### config.mk
export PLATFORM = sky130hd
export DESIGN_NAME = lpif_ll_tx_credit_fifo
export DESIGN_NICKNAME = d
export VERILOG_FILES = /design/src/rtl/lpif_ll_tx_credit_fifo.sv
export SDC_FILE = /design/constraint.sdc
export NUM_CORES = 1
export LEC_CHECK = 0
export BUFFER_PORTS_ARGS = -buffer_cell sky130_fd_sc_hd__buf_2
export CORE_AREA = 4 4 318 320
export DETAILED_ROUTE_END_ITERATION = 10
export DIE_AREA = 0 0 322 324
export GPL_TIMING_DRIVEN = 1
export HOLD_SLACK_MARGIN = 0.12
export PLACE_DENSITY = 0.67
export SLEW_MARGIN = 20
export SYNTH_ARGS = -nofsm -noshare
export SYNTH_HDL_FRONTEND = slang
export SYNTH_SLANG_ARGS = --single-unit
export TNS_END_PERCENT = 100
### constraint.sdc
create_clock -name clk_wr -period 15.46 [get_ports clk_wr]
set_input_delay 0.773 -clock clk_wr [delete_from_list [all_inputs] [get_ports clk_wr]]
set_output_delay 0.773 -clock clk_wr [all_outputs]
set_load 0.03 [all_outputs]
### src/rtl/lpif_ll_tx_credit_fifo.sv
`default_nettype none
// ============================================================================
// Module   : lpif_ll_tx_credit_fifo
// Purpose  : LPIF logic-link TX buffer; releases packed words toward AIB only
//            while far-end credits remain. Optional stall counter under
//            LPIF_TX_CREDIT_STATS_EN.
// Revision : 1.0 - initial release
// ============================================================================
module lpif_ll_tx_credit_fifo #(
    parameter int WIDTH      = 141,
    parameter int DEPTH      = 8,
    parameter int CREDIT_MAX = 8
) (
    input  logic                     clk_wr,
    input  logic                     rst_wr,
    input  logic [WIDTH-1:0]         txfifo_downstream_data,
    input  logic                     txfifo_downstream_push,
    output logic                     txfifo_downstream_ready,
    input  logic                     tx_online,
    input  logic                     credit_return,
    output logic [WIDTH-1:0]         tx_data,
    output logic                     tx_vld,
    output logic [$clog2(DEPTH):0]   fifo_level,
    output logic [7:0]               credit_count,
    output logic                     overflow_err,
    output logic                     credit_err
`ifdef LPIF_TX_CREDIT_STATS_EN
    ,
    output logic [15:0]              stall_count
`endif
);

    localparam int           AW           = $clog2(DEPTH);
    localparam logic [AW:0]  c_depth      = (AW+1)'(DEPTH);
    localparam logic [AW:0]  c_lvl_one    = (AW+1)'(1);
    localparam logic [7:0]   c_credit_max = 8'(CREDIT_MAX);

    typedef enum logic [1:0] {
        ST_OFFLINE = 2'd0,
        ST_LOAD    = 2'd1,
        ST_ACTIVE  = 2'd2
    } state_t;

    state_t             r_state;
    logic [AW:0]        r_wr_ptr;
    logic [AW:0]        r_rd_ptr;
    logic [AW:0]        r_level;
    logic [7:0]         r_credit;
    logic [WIDTH-1:0]   r_tx_data;
    logic               r_tx_vld;
    logic               r_overflow_err;
    logic               r_credit_err;
    logic [WIDTH-1:0]   r_mem [DEPTH];
`ifdef LPIF_TX_CREDIT_STATS_EN
    logic [15:0]        r_stall_count;
`endif

    logic w_active;
    logic w_empty;
    logic w_ready;
    logic w_push;
    logic w_drop;
    logic w_pop;

    assign w_active = (r_state == ST_ACTIVE);
    assign w_empty  = (r_wr_ptr == r_rd_ptr);
    assign w_ready  = w_active && (r_level < c_depth);
    assign w_push   = txfifo_downstream_push && w_ready;
    assign w_drop   = txfifo_downstream_push && !w_ready;
    // A link drop seen this cycle already suppresses new pops.
    assign w_pop    = w_active && tx_online && !w_empty && (r_credit != 8'd0);

    assign txfifo_downstream_ready = w_ready;
    assign tx_data                 = r_tx_data;
    assign tx_vld                  = r_tx_vld;
    assign fifo_level              = r_level;
    assign credit_count            = r_credit;
    assign overflow_err            = r_overflow_err;
    assign credit_err              = r_credit_err;
`ifdef LPIF_TX_CREDIT_STATS_EN
    assign stall_count             = r_stall_count;
`endif

    always_ff @(posedge clk_wr) begin
        if (w_push) begin
            r_mem[r_wr_ptr[AW-1:0]] <= txfifo_downstream_data;
        end
    end

    always_ff @(posedge clk_wr or posedge rst_wr) begin
        if (rst_wr) begin
            r_state        <= ST_OFFLINE;
            r_wr_ptr       <= '0;
            r_rd_ptr       <= '0;
            r_level        <= '0;
            r_credit       <= 8'd0;
            r_tx_data      <= '0;
            r_tx_vld       <= 1'b0;
            r_overflow_err <= 1'b0;
            r_credit_err   <= 1'b0;
`ifdef LPIF_TX_CREDIT_STATS_EN
            r_stall_count  <= 16'd0;
`endif
        end else begin
            r_tx_vld <= 1'b0;
            if (w_drop) begin
                r_overflow_err <= 1'b1;
            end
            case (r_state)
                ST_OFFLINE: begin
                    r_wr_ptr <= '0;
                    r_rd_ptr <= '0;
                    r_level  <= '0;
                    r_credit <= 8'd0;
`ifdef LPIF_TX_CREDIT_STATS_EN
                    r_stall_count <= 16'd0;
`endif
                    if (tx_online) begin
                        r_state <= ST_LOAD;
                    end
                end
                ST_LOAD: begin
                    r_credit <= c_credit_max;
                    r_state  <= ST_ACTIVE;
                end
                ST_ACTIVE: begin
                    if (!tx_online) begin
                        r_state  <= ST_OFFLINE;
                        r_wr_ptr <= '0;
                        r_rd_ptr <= '0;
                        r_level  <= '0;
                        r_credit <= 8'd0;
`ifdef LPIF_TX_CREDIT_STATS_EN
                        r_stall_count <= 16'd0;
`endif
                    end else begin
                        if (w_push) begin
                            r_wr_ptr <= r_wr_ptr + c_lvl_one;
                        end
                        if (w_pop) begin
                            r_rd_ptr  <= r_rd_ptr + c_lvl_one;
                            r_tx_data <= r_mem[r_rd_ptr[AW-1:0]];
                            r_tx_vld  <= 1'b1;
                        end
                        if (w_push && !w_pop) begin
                            r_level <= r_level + c_lvl_one;
                        end else if (!w_push && w_pop) begin
                            r_level <= r_level - c_lvl_one;
                        end
                        // Returns at the ceiling saturate and flag the far end.
                        if (w_pop && !credit_return) begin
                            r_credit <= r_credit - 8'd1;
                        end else if (!w_pop && credit_return) begin
                            if (r_credit == c_credit_max) begin
                                r_credit_err <= 1'b1;
                            end else begin
                                r_credit <= r_credit + 8'd1;
                            end
                        end
`ifdef LPIF_TX_CREDIT_STATS_EN
                        if (!w_empty && (r_credit == 8'd0) && (r_stall_count != 16'hFFFF)) begin
                            r_stall_count <= r_stall_count + 16'd1;
                        end
`endif
                    end
                end
                default: begin
                    r_state <= ST_OFFLINE;
                end
            endcase
        end
    end

endmodule
`default_nettype wire

Yosys cells after proc, flatten, opt, wreduce, memory -nomap -nowiden
Memories as Yosys holds them, arrays and structs flattened. A register that Yosys moved wholly into a read port is not among the register bits.
Cells that the tools add are included.
Cells by class
  $add $sub $neg: 6
  $lt $le $gt $ge: 1
  equal/unequal tests: 11
  muxes and demuxes: 23
  bitwise operators: 1
  reductions and logical operators: 26
Operators by type and width (number)
  $mux 8: 4
  $mux 4: 7
  $pmux 4 s2: 3
  $pmux 8 s3: 1
  $add 4x1->4 const B: 3
  $logic_and 1x1->1: 10
  $add 8x1->8 const B: 1
  $eq 8x4->1 const B: 1
  $ne 4x2->1 const B: 2
  $reduce_and 2->1: 4
  $reduce_bool 8->1: 1
  $sub 8x1->8 const B: 1
  $ne 3x2->1 const B: 2
  $pmux 2 s3: 1
  $reduce_and 3->1: 2
  $logic_not 1->1: 5
  $mux 1: 5
  $reduce_and 5->1: 1
  $eq 4x4->1: 1
  $lt 4x4->1 const B: 1
  $mux 2: 2
  $ne 2x2->1 const B: 2
  $ne 4x4->1 const B: 1
  $sub 4x1->4 const B: 1
  other kinds (6): 6
Storage, ports and cells
  register bits: 25
  memory bits (writable): 1128
  bits of input ports: 146
  output and inout port bits: 157
  logic and storage cells: 77
  memories kept: 1
Memory list
  r_mem: depth 8, bits a word 141, read ports 1, clocked after Yosys merged registers in 1, wr ports 1, line 53  | logic [WIDTH-1:0] r_mem [DEPTH];

Logic depth before layout (Yosys ltp)
Gate-level depths: netlist of run 1.
  depth in word-level cells: 10
  gate-level depth with buffers: 17
  mapped depth without buffers: 14

Worst setup path before layout of run 1
Ideal clock, no wire load.
  kind: reg-to-reg
  start point: register r_state[0]
  end point: memory r_mem[0][0] (enable)
  setup time: 0.815 ns
  arrival time: 10.919 ns
  required time: 14.645 ns
  slack: 3.726 ns
  cell stages (with the launch flop): 7
  buffers on the path: 0
  clock period less this slack: 11.734 ns
  cells stage by stage: dfrtp_1 inv_1 ha_1 inv_1 nor3_1 nand2b_1 nor3_1
Between the ends
  word-level cells in the longest chain between the ends: 5
Ends and longest elaborated chain
  start, declared: line 44  | state_t r_state;
  start signal, assigned: line 92  | r_state <= ST_OFFLINE;
  start signal, assigned: line 119  | r_state <= ST_LOAD;
  start signal, assigned: line 124  | r_state <= ST_ACTIVE;
  $eq 2x2->1: line 65  | assign w_active = (r_state == ST_ACTIVE);
  $logic_and 1x1->1: line 67  | assign w_ready = w_active && (r_level < c_depth);
  $logic_and 1x1->1: line 68  | assign w_push = txfifo_downstream_push && w_ready;
  $mux 1: line 85  | if (w_push) begin
  $mux 1 (implied by the code): line 86  | r_mem[r_wr_ptr[AW-1:0]] <= txfifo_downstream_data;
  end, declared: line 53
No other way between the ends.

Worst setup path in the final report of run 1
  start point: register r_rd_ptr[0]
  end point: register r_tx_data[93] (netlist: tx_data[93]), read port of r_mem
Between the ends
  word-level cells in the longest chain between the ends: 5
Ends and longest elaborated chain
  start, declared: line 46  | logic [AW:0] r_rd_ptr;
  start signal, assigned: line 141  | r_rd_ptr <= r_rd_ptr + c_lvl_one;
  $eq 4x4->1: line 66  | assign w_empty = (r_wr_ptr == r_rd_ptr);
  $logic_not 1->1: line 71  | assign w_pop = w_active && tx_online && !w_empty && (r_credit != 8'd0);
  $logic_and 1x1->1 (2 in series): line 71
  $reduce_and 3->1 (no source line)
  end, declared: line 49  | logic [WIDTH-1:0] r_tx_data;
Parallel ways exist; a longest one is shown, timed or not.
A chain may end at the register's enable or synchronous reset.

==> results of run 1 <==
cell usage in the layout, fill, tap and decap left out, types with 12 or more instances in the layout:
cell and count:
edfxtp_1 1128, buf_2 302, mux4_2 282, dfrtp_1 163
nor2_1 156, a21oi_1 147, mux2i_1 143, clkbuf_16 136
clkbuf_1 34, diode_2 23, nand2_1 21, clkinv_2 18
buf_4 18, ha_1 15, clkinv_1 15, clkbuf_8 14
o21ai_0 13, bufinv_16 13, xor2_1 12, inv_1 12
cell families after synthesis:
logic type / synth area share
fa+ha+maj: 0.00425
buf+inv: 0.0158
mux: 0.159
compound gates: 0.0217
simple gates: 0.0184
flops: 0.777
xor+xnor: 0.00304
worst max-delay path, delay by kind of cell, from the launching register on:
| kind | cells | cell delay [ns] |
|---|---|---|
| flip-flops | 1 | 0.94 |
| multiplexers | 2 | 0.78 |
| buffers and inverters | 3 | 2.10 |
| AO/OA/AOI/OAI | 1 | 0.09 |
power by group:
group | total, mW | internal [mW] | switching [mW]
registers | 4.18 | 4.05 | 0.137
logic | 1.04 | 0.312 | 0.729
clock network | 3.24 | 1.92 | 1.32
metal layers:
layer  track usage  wire length (µm)  vias up
met5             0               135        -
met3        0.0530              6960      161
met1         0.257             41100    12190
li1              -                 -    10065
met2         0.340             52400      631
met4        0.0611              2240       18
sequential cells by signal (all words and copies together) (netlist names):
| signal | count |
|---|---|
| credit_err | 1 |
| tx_vld | 1 |
| r_state | 2 |
| tx_data | 141 |
| r_rd_ptr | 4 |
| credit_count | 8 |
| r_mem | 1128 |
| overflow_err | 1 |
| r_wr_ptr | 4 |
| fifo_level | 4 |
what timing repair did:
| item | in CTS | in global routing |
|---|---|---|
| endpoints found under the setup margin | 0 | 0 |
| hold buffers | 1 | 0 |
| hold endpoints to repair | 30 | 0 |
final timing paths:
path | endpoint
worst max register to register | tx_data[93]$_DFFE_PP0P_
min in group asynchronous | tx_data[5]$_DFFE_PP0P_
worst min register to register | credit_err$_DFFE_PP0P_
max in group asynchronous | tx_data[52]$_DFFE_PP0P_
worst min-delay path | r_mem[5][10]$_DFFE_PP_
worst max-delay path | tx_data[93]$_DFFE_PP0P_
final cells by class:
| cell class | count | area [µm²] | area share |
|---|---|---|---|
| Multi-Input combinational cell | 864 | 10200 | 0.181 |
| Antenna cell | 23 | 57.6 | 0.00102 |
| Tap cell | 1287 | 1610 | 0.0286 |
| Clock buffer | 184 | 3720 | 0.0661 |
| Inverter | 13 | 56.3 | 0.00100 |
| Sequential cell | 1294 | 38000 | 0.676 |
| Clock inverter | 63 | 782 | 0.0139 |
| Timing Repair Buffer | 332 | 1860 | 0.0330 |
metrics by stage:
step	total power [mW]	cell area [µm²]	hold slack [ns]	instances	utilization
2_1_floorplan	4.92	48900	0.523	2291	-
3_3_place_gp	5.29	51700	0.458	3788	0.527
3_5_place_dp	5.31	51700	0.458	3789	0.527
4_1_cts	8.56	56200	0.234	4037	0.573
5_1_grt	8.81	56300	0.261	4046	0.573
6_report	8.46	56300	0.296	4060	0.574
==> out/metrics.yaml, run 1 <==
hold_path.class: "in -> reg"
dp_hpwl_um: 54000
numCtsBuffers: 134
worstHoldStart: "txfifo_downstream_data[10]"
final_layout_size_suffix_gt1_frac: 0.302
detail-route-antenna-nets: 0
finalHoldViolCount: 0
leakagePower_nw: 18.9
drc_errors: 0
root_buffer: "clkbuf_16"
ys_ff_latch: 1294
setup_viol: 0
critPathLaunchType: "register"
cp_common_cell: "buf_6"
setup-tns-final_ns: 0
status: "finished, final reports clean"
slew_headroom: 0.251
nFillCells: 7290
critPathArrivalTime_ns: 4.82
fin_skew_ns: 0.0250
die-height_um: 324
async_flop_share: 0.128
die_width_um: 322
cts_tree: "built"
cpPeakStageDelay_ns: 0.94
grt_max_degree: 125
worstHoldPathCells: 1
seq_area_frac_synth: 0.777
num-nets-final: 2801
clock_latency_ns: 0.74
period_minus_slack_ns: 4.25
ys_types: 51
slew_viol_final: 0
die-area_um2: 104000
cts_resized: 0
period_share: 0.275
io_pins: 303
worstPathMaxFanout: 102
synth-edff-count: 1128
drt_pass1_iterations: 5
yosys_warnings: 0
ys_top_cells_by_area: "edfxtp_1, mux4_2, dfrtp_1, mux2i_1, a21oi_1"
yosysTopAreaCellShare: 0.693
cts_sinks: 1294
timing.fmax_mhz: 235
vias: 23065
worst_pin_slew_ns: 1.12
overflow: 0
ctsHtreeMaxLevel: 4
worstSetupPathType: "reg -> reg"
rsz0062_at_grt: "no"
syn_to_final_growth_pct: 15.1
track_usage: 0.200
grt_pass1_wl_um: 155000
routedWlPerCell_um: 25.3
synth_ff_type: "edfxtp_1"
avgSynthCellArea_um2: 21.3
synth_area_um2: 48900
start_util: 0.498
crit_start: "r_rd_ptr[0]$_DFFE_PP0P_"
worst-r2r-cell-count: 6
crit_path_top_delay_cell: "dfrtp_4"
rrSetupSlack_ns: 11.21
core_um2: 98100
clk_pin_slew_ns: 0.06
cp-end-kind: "register"
fin_ws_ns: 11.21
yosysMostFrequentCell: "edfxtp_1"
wl_um: 103000
synth_common_cells: "edfxtp_1, mux4_2, dfrtp_1"
syn-instance-count: 2291
post_cts_buffers: 0
cts_max_path_buffers: 3
drt_iter0_markers: 1800
dpl_worst_slack_ns: 10.45
synth_nets: 2453
cp.required_ns: 16.02
maxCapViolCount: 0
routed_via_density: 5.68
powerDensity_nw_per_um2: 150
ir_drop_mv: 0.112
num_rows: 115
grt_antenna_before_repair: 35
synth_top_cell_by_area: "edfxtp_1"
r2r_start: "r_rd_ptr[0]$_DFFE_PP0P_"
io_buffers: 302
place.gp.congestion: 0.743
grt_pass1_vias: 24420
critical_path.cell_chain: "buf_6 -> buf_12 -> buf_6 -> mux4_2 -> mux2i_1 -> a21oi_1"
Note: power is estimated with default switching activity, not from simulation.
==> run 2: changes to the inputs <==
- PLACE_DENSITY: 0.67 -> 0.7
- clock period: 15.46 -> 3.4 ns (I/O delays scaled with it)
==> out/metrics.yaml, run 2 (synthesized netlist as in run 1, its figures left out) <==
period_minus_slack_ns: 3.11
cts_tree: "built"
grt_pass1_vias: 25600
fin_skew_ns: 0.0310
core_um2: 98100
routed_via_density: 5.66
busiest_layer: "met2"
layout_common_cells: "edfxtp_1, buf_2, mux4_2"
drc_errors: 0
cts_max_path_buffers: 3
post-route-util: 0.596
numCtsBuffers: 133
grt_max_degree: 155
final_layout_size_suffix_gt1_frac: 0.301
num-nets-final: 2990
setup_viol: 0
slew_headroom: 0.318
ir_drop_mv: 0.407
dpl_worst_slack_ns: 0.328
place.gp.congestion: 0.781
reg2reg_to: "fifo_level[3]$_DFFE_PP0P_"
ctsHtreeMaxLevel: 4
root_buffer: "clkbuf_16"
cp.required_ns: 4.01
post_cts_buffers: 0
hold_path.class: "in -> async"
io_pins: 303
rrSetupSlack_ns: 0.29
powerDensity_nw_per_um2: 658
drt_pass1_iterations: 5
die_width_um: 322
layout_commonest_cell: "edfxtp_1"
start_util: 0.498
status: "finished, final reports clean"
die-height_um: 324
syn_to_final_growth_pct: 19.6
vias: 23957
worst_pin_slew_ns: 1.02
timing.fmax_mhz: 321
leakagePower_nw: 19.8
drt_iter0_markers: 1810
routedWlPerCell_um: 24.8
maxCapViolCount: 0
clk_pin_slew_ns: 0.06
grt_antenna_before_repair: 13
place_inst: 3834
track_usage: 0.204
critPathLaunchType: "register"
setup-tns-final_ns: 0
fin_ws_ns: 0.289
postLayoutCellArea_um2: 58500
placedInstanceArea_um2: 52600
cts_sinks: 1294
worstPathMaxFanout: 11
final_cells: 4236
overflow: 0
grt_pass1_wl_um: 159000
grtUsageMet1: 0.266
num_rows: 115
worstSetupPathType: "reg -> reg"
slew_viol_final: 0
largest_register_ffs: 1128
grt_use_met3: 0.0398
period_share: 0.915
r2r_start: "credit_count[4]$_DFFE_PP0P_"
dp_hpwl_um: 57100
detail-route-antenna-nets: 0
critPathArrivalTime_ns: 3.72
rsz0062_at_grt: "no"
wl_um: 105000
use_met2: 0.356
worst-r2r-cell-count: 13
die-area_um2: 104000
cp-end-kind: "register"
finalHoldViolCount: 0
clock_latency_ns: 0.72
io_buffers: 302
run 2: cell count changes in the layout (fill, tap and decap cells not counted), moves of 9 or more:
cell,change
dlygate4sd3_1,+144
diode_2,-13
buf_12,+38
buf_4,+9
run 2: critical path, cell delays in order (launching register included):
cell and delay (ns):
dfrtp_2 0.48, or4_4 0.53, nor3_4 0.25, nor3_4 0.11, inv_1 0.13, ha_1 0.24
inv_1 0.09, ha_1 0.27, a21o_1 0.18, a21oi_1 0.19, xnor2_1 0.12, o21ai_0 0.14
o21ai_0 0.09, a21o_1 0.18
run 2: layer usage:
layer	part of all wire	up-vias
met2	0.52	675
met4	0.021	6
met5	0.00039	-
li1	-	10446
met1	0.40	12678
met3	0.054	152
run 2: cell type report:
| cell class | count | area [µm²] |
|---|---|---|
| Clock inverter | 54 | 586 |
| Multi-Input combinational cell | 864 | 10200 |
| Sequential cell | 1294 | 38000 |
| Fill cell | 6980 | 39600 |
| Clock buffer | 192 | 3840 |
| Timing Repair Buffer | 522 | 4130 |
| Antenna cell | 10 | 25.0 |
| Tap cell | 1287 | 1610 |
| Inverter | 13 | 55.1 |
run 2: per-stage QoR:
stage                     hold WS [ns]  power, mW
final                            0.236       38.5
after global routing             0.242       40.0
after CTS                        0.191       38.9
after detailed placement         0.434       24.2
after global placement           0.424       24.1
after floorplan                  0.269       22.3
run 2: repair_timing:
item,4_1_cts,5_1_grt
hold endpoints to repair,1173,0
resized for setup,0,0
hold buffers,145,0
run 2: power breakdown:
group	leakage [nW]	internal (mW)	switching (mW)
logic	5.24	1.58	3.41
clock network	2.17	8.65	5.85
registers	12.4	18.4	0.608
total	19.8	28.6	9.87
run 2: how the worst max path moves through the flow:
| stage | cells past startpoint | slack [ns] | end | start |
|---|---|---|---|---|
| 2_1_floorplan | 6 | -1.54 | r_mem[1][0]$_DFFE_PP_ | r_state[0]$_DFFE_PP0P_ |
| 3_3_place_gp | 13 | 0.32 | fifo_level[3]$_DFFE_PP0P_ | credit_count[4]$_DFFE_PP0P_ |
| 3_5_place_dp | 13 | 0.33 | fifo_level[3]$_DFFE_PP0P_ | credit_count[4]$_DFFE_PP0P_ |
| 4_1_cts | 13 | 0.31 | fifo_level[3]$_DFFE_PP0P_ | credit_count[4]$_DFFE_PP0P_ |
| 5_1_grt | 10 | 0.07 | credit_count[7]$_DFFE_PP0P_ | credit_count[2]$_DFFE_PP0P_ |
| 6_report | 13 | 0.29 | fifo_level[3]$_DFFE_PP0P_ | credit_count[4]$_DFFE_PP0P_ |
